==> config.mk <==
export PLATFORM = sky130hd
export DESIGN_NAME = serial_addsub
export DESIGN_NICKNAME = d
export VERILOG_FILES = /design/src/rtl/serial_addsub.sv
export SDC_FILE = /design/constraint.sdc
export NUM_CORES = 1
export LEC_CHECK = 0
export BUFFER_PORTS_ARGS = -buffer_cell sky130_fd_sc_hd__buf_2
export CAP_MARGIN = 20
export CORE_MARGIN = 2
export CORE_UTILIZATION = 50
export DETAILED_ROUTE_END_ITERATION = 12
export PLACE_DENSITY = 0.81
export RECOVER_POWER = 25
export REMOVE_ABC_BUFFERS = 1
export SYNTH_ARGS = -nofsm -noshare
export SYNTH_HDL_FRONTEND = slang
export SYNTH_SLANG_ARGS = --single-unit
==> constraint.sdc <==
create_clock -name clk -period 3.72 [get_ports clk]
set_clock_uncertainty 0.15 [all_clocks]
set_input_delay 0.372 -clock clk [delete_from_list [all_inputs] [get_ports clk]]
set_output_delay 0.372 -clock clk [all_outputs]
set_load 0.03 [all_outputs]
==> src/rtl/serial_addsub.sv <==
// serial_addsub: digit-serial adder/subtractor, DIGIT bits per clock, LSB first, start/busy/done handshake.
// Optional signed-overflow output V is built when SERIAL_ADDSUB_OVF_EN is defined.
`default_nettype none

module serial_addsub #(
  parameter int WIDTH = 8,
  parameter int DIGIT = 1
) (
  input  logic             clk,
  input  logic             rst,
  input  logic             start,
  input  logic             sub,
  input  logic [WIDTH-1:0] A,
  input  logic [WIDTH-1:0] B,
  input  logic             Cin,
  output logic             busy,
  output logic             done,
  output logic [WIDTH-1:0] S,
  output logic             Cout
`ifdef SERIAL_ADDSUB_OVF_EN
  ,
  output logic             V
`endif
);

  localparam int N  = WIDTH / DIGIT;
  localparam int CW = (N > 1) ? $clog2(N) : 1;
  localparam logic [CW-1:0] LAST = CW'(N - 1);

  typedef enum logic [1:0] {
    IDLE = 2'd0,
    RUN  = 2'd1,
    DONE = 2'd2
  } state_t;

  state_t state, state_nxt;
  logic   accept;
  logic   last;

  logic [WIDTH-1:0] a_q;
  logic [WIDTH-1:0] b_q;
  logic             carry;
  logic [CW-1:0]    cnt;
  logic [31:0]      base;
  logic [DIGIT-1:0] a_sl;
  logic [DIGIT-1:0] b_sl;
  logic [DIGIT:0]   slice_sum;

  // Subtraction is folded in at acceptance: B and the carry are stored pre-inverted.
  assign base      = 32'(cnt) * 32'(DIGIT);
  assign a_sl      = a_q[base +: DIGIT];
  assign b_sl      = b_q[base +: DIGIT];
  assign slice_sum = {1'b0, a_sl} + {1'b0, b_sl} + {{DIGIT{1'b0}}, carry};

  assign busy = (state == RUN);
  assign done = (state == DONE);

  always_ff @(posedge clk) begin
    if (rst) begin
      state <= IDLE;
    end else begin
      state <= state_nxt;
    end
  end

  always_comb begin
    state_nxt = state;
    accept    = 1'b0;
    last      = (cnt == LAST);
    case (state)
      IDLE, DONE: begin
        if (start) begin
          accept    = 1'b1;
          state_nxt = RUN;
        end else begin
          state_nxt = IDLE;
        end
      end
      RUN: begin
        if (last) begin
          state_nxt = DONE;
        end
      end
      default: state_nxt = IDLE;
    endcase
  end

  always_ff @(posedge clk) begin
    if (rst) begin
      a_q   <= '0;
      b_q   <= '0;
      carry <= 1'b0;
      cnt   <= '0;
      S     <= '0;
      Cout  <= 1'b0;
`ifdef SERIAL_ADDSUB_OVF_EN
      V     <= 1'b0;
`endif
    end else if (accept) begin
      a_q   <= A;
      b_q   <= sub ? ~B : B;
      carry <= Cin ^ sub;
      cnt   <= '0;
      S     <= '0;
    end else if (state == RUN) begin
      S[base +: DIGIT] <= slice_sum[DIGIT-1:0];
      carry            <= slice_sum[DIGIT];
      cnt              <= cnt + CW'(1);
      if (last) begin
        Cout <= slice_sum[DIGIT];
`ifdef SERIAL_ADDSUB_OVF_EN
        // Carry into the MSB recovered from the MSB sum bit and its operands.
        V    <= (slice_sum[DIGIT-1] ^ a_sl[DIGIT-1] ^ b_sl[DIGIT-1]) ^ slice_sum[DIGIT];
`endif
      end
    end
  end

endmodule

`default_nettype wire

==> out/qor.log <==
[run_status] result of the run finished clean
[clocking] number of buffers created by CTS 5
[worst_setup_path] Critical Path Max Stage Delay 730 ps
[synth] Post-synth EDFFs 0
[worst_setup_path] Critical Path Start Type flop
[finish] layout cell share with drive strength beyond 1 23.50%
[synth] post-synthesis area per instance 9.220 sq um
[clocking] Worst-Skew Late Latency 320 ps
[finish] Post-Layout Cell Count 244
[power_and_ir_drop] total leakage power 0.7557 nW
[min_path] Worst Hold Launch A[2]
[power_and_ir_drop] IR Drop Worst-Case VDD 0.0002255 V
[clocking] Post-CTS Hold Fix Bufs 0
[worst_setup_path] Crit-path slowest cell dfxtp_1
[sta] slack of the critical path 672.1 ps
[sta] Final min period 3048 ps
[finish] post-route core utilization 58.37%
[sta] TNS Setup 0 ps
[finish] most frequent cells in the layout 31 x dfxtp_1, 30 x buf_2, 26 x nand2_1
[clocking] Gates resized, CTS repair 0
[drt] routed wire length 3045 microns
[finish] net total in the final layout 230
[drt] met2 layer wire length in the routed design 1433 microns
[finish] cell area after layout 1797 sq um
[grt] initial antenna violation count 0
[drt] number of DRC violations after detailed-routing iteration 0 38
[job] maxcap violations 0
[drt] via-per-instance ratio 5.266
[finish] Filler cells 292
[sta] Worst-Margin Slew 1276 ps
[worst_setup_path] Cell Chain, Critical Path mux4_2 -> nand2_1 -> nand2_1 -> fa_1 -> or2b_1 -> or4_4 -> mux2i_1
[finish] leading cell type in the layout, fill and taps excluded dfxtp_1
[sta] Final Hold Violating Endpoints 0
[die] Die Width 60.97 microns
[drt] met1 wire length 1425 microns
[synth] share of flip-flops with an asynchronous set or reset 0%
[die] effective utilization at floorplan 52.72%
[min_path] worst hold path endpoint a_q[2]
[grt] largest net degree at the start of global routing 32
[drt] Initial DRT Pass Iterations 4
[grt] global-route wire length before repair 5154 microns
[power_and_ir_drop] clock power share 26.5%
[synth] fraction of the yosys area taken by sequential cells 38.24%
[clocking] H-tree Lvls 2
[synth] count of warnings emitted by yosys 0
[min_path] path type of the worst min-delay path input pin to flop
[worst_setup_path] reg-to-reg setup timing slack 670 ps
[worst_setup_path] kind of critical path flop to flop
[power_and_ir_drop] register share of total power 56.9%
[sta] RSZ-0062 raised after global routing false
[synth] cell area after synthesis 1623 sq um
[synth] Post-synth top flop dfxtp_1
[grt] Tot GR Track Use 18.76%
[sta] Max Transition Viols Final 0
[power_and_ir_drop] net switching power 0.1742 mW
[place] pre-CTS setup slack 678.9 ps
[worst_setup_path] reg-to-reg startpoint cnt[0]
[worst_setup_path] worst reg2reg path depth 7
[grt] global-route congestion overflow total 0
[worst_setup_path] Top cell by count, worst path nand2_1
[place] Placed Instance Area 1760 sq um
[die] total core area 3078 sq um
[worst_setup_path] Required @ worst endpoint 3820 ps
[worst_setup_path] gate family responsible for the most delay along the worst path simple AND/OR/NAND/NOR gates
[finish] Area growth syn-to-layout 10.72%
[die] number of core rows 20
[drt] routed via count 1285
[power_and_ir_drop] combinational share of power 16.6%
[clocking] CTS tree built
[place] detailed placer's ending HPWL 2160 microns
[drt] post-detailed-route count of antenna-violating nets 0
[drt] length of routed met3 wiring 134 microns
[die] Die ar. 3717 sq um
[worst_setup_path] CP bufs+invs 0
[worst_setup_path] maximum fanout along the worst path 15
[clocking] CTS Sinks 31
[clocking] cell at the root of the clock tree clkbuf_4
[place] Routability Congestion 0.8614
[clocking] number of buffers on the longest clock path 2
[place] count of buffers inserted at the top-level ports 31
[die] boundary pin count 32
[sta] final count of negative-setup-slack endpoints 0
[drt] DRC Markers 0
[finish] diode insertion count for antenna repair 0
[power_and_ir_drop] Cell Int Power 0.4627 mW
[sta] crit share post-route 81.93%
[clocking] register clock-pin slew on the reported worst setup and hold paths 90 ps
[sta] max_slew headroom 14.95%
[drt] wire per inst 12.48 microns
[clocking] number of setup buffers added after CTS 0
[synth] flop and latch count out of synthesis 31
[worst_setup_path] arrival time at the worst endpoint 3150 ps
[die] die height 60.97 microns
[synth] synthesized instance count 176
[sta] fmax 328.1 MHz
[grt] number of global-route vias before repair 1218
[place] Inst Count DP 238
[worst_setup_path] crit path capture type flop
[power_and_ir_drop] power density of the placed cells 354.5 nW/um^2
[drt] highest metal used met4
[worst_setup_path] endpoint of the worst register-to-register path S[2]
[synth] Yosys cell types 39
[power_and_ir_drop] switching part of the total power 27.35%
[min_path] WHS Path Cells 3
cells by family after synthesis:
| group | Yosys count | share of synthesized area [%] |
|---|---|---|
| AND/OR/NAND/NOR | 73 | 23.36 |
| multiplexers | 14 | 12.10 |
| adder cells (fa/ha/maj) | 8 | 6.630 |
| buffers and inverters | 19 | 6.090 |
| AO/OA/AOI/OAI | 21 | 8.173 |
| XOR/XNOR | 10 | 5.397 |
| flip-flops | 31 | 38.24 |
metal layers:
metal / track usage [%] / vias up
met5: 0 / -
met4: 7.143 / 0
met3: 5.330 / 9
met2: 30.26 / 35
met1: 23.87 / 581
li1: - / 660
synth_stat cells (all sizes together), types with 6 or more instances:
library cell	number	area share [%]
nand2	26	6.0
a21oi	9	2.8
a211oi	8	3.7
nand3	6	1.9
dfxtp	31	38
xnor2	9	4.9
nor2	11	2.5
ha	7	5.4
buf	11	4.2
state kept, by name, indices dropped and copies added (netlist names):
register / count
cnt: 3
Cout: 1
a_q: 8
b_q: 8
state: 2
S: 8
carry: 1
power groups by stage:
stage | Sequential [mW] | Clock [mW] | Combinational (mW)
after floorplan | 0.367 | 0 | 0.0718
after global placement | 0.370 | 0 | 0.104
after detailed placement | 0.370 | 0 | 0.106
after CTS | 0.362 | 0.172 | 0.107
after global routing | 0.364 | 0.189 | 0.119
final | 0.362 | 0.169 | 0.106
worst max path at each step:
stage               startpoint    to  slack (ps)  cells after the start
finish                  cnt[0]  S[2]         670                      7
floorplan               cnt[0]  S[6]         880                      7
global route            cnt[0]  S[2]         500                      7
global placement        cnt[0]  S[6]         750                      7
CTS                     cnt[0]  S[2]         670                      7
detailed placement      cnt[0]  S[2]         680                      7
cell type report:
cell class,instances,area [sq um],area share (%)
clock buffers,6,41.29,2.298
inverters,5,18.77,1.045
multi-input cells,126,903.4,50.28
flip-flops and latches,31,620.6,34.54
well taps,44,55.05,3.064
repair buffers,32,157.7,8.774
stage by stage:
step	hold WS, ps	power [mW]
CTS	134.4	0.6408
detailed placement	302.8	0.4765
floorplan	277.1	0.4389
global placement	291.2	0.4733
global route	120.9	0.6727
finish	137.3	0.6369
worst register-to-register path: cells and delay by family (launching register included):
family	cells	cell delay (ps)
flops	1	730
mux	2	730
fa+ha+maj	1	510
simple gates	4	860
(Power assumes the default switching activity.)
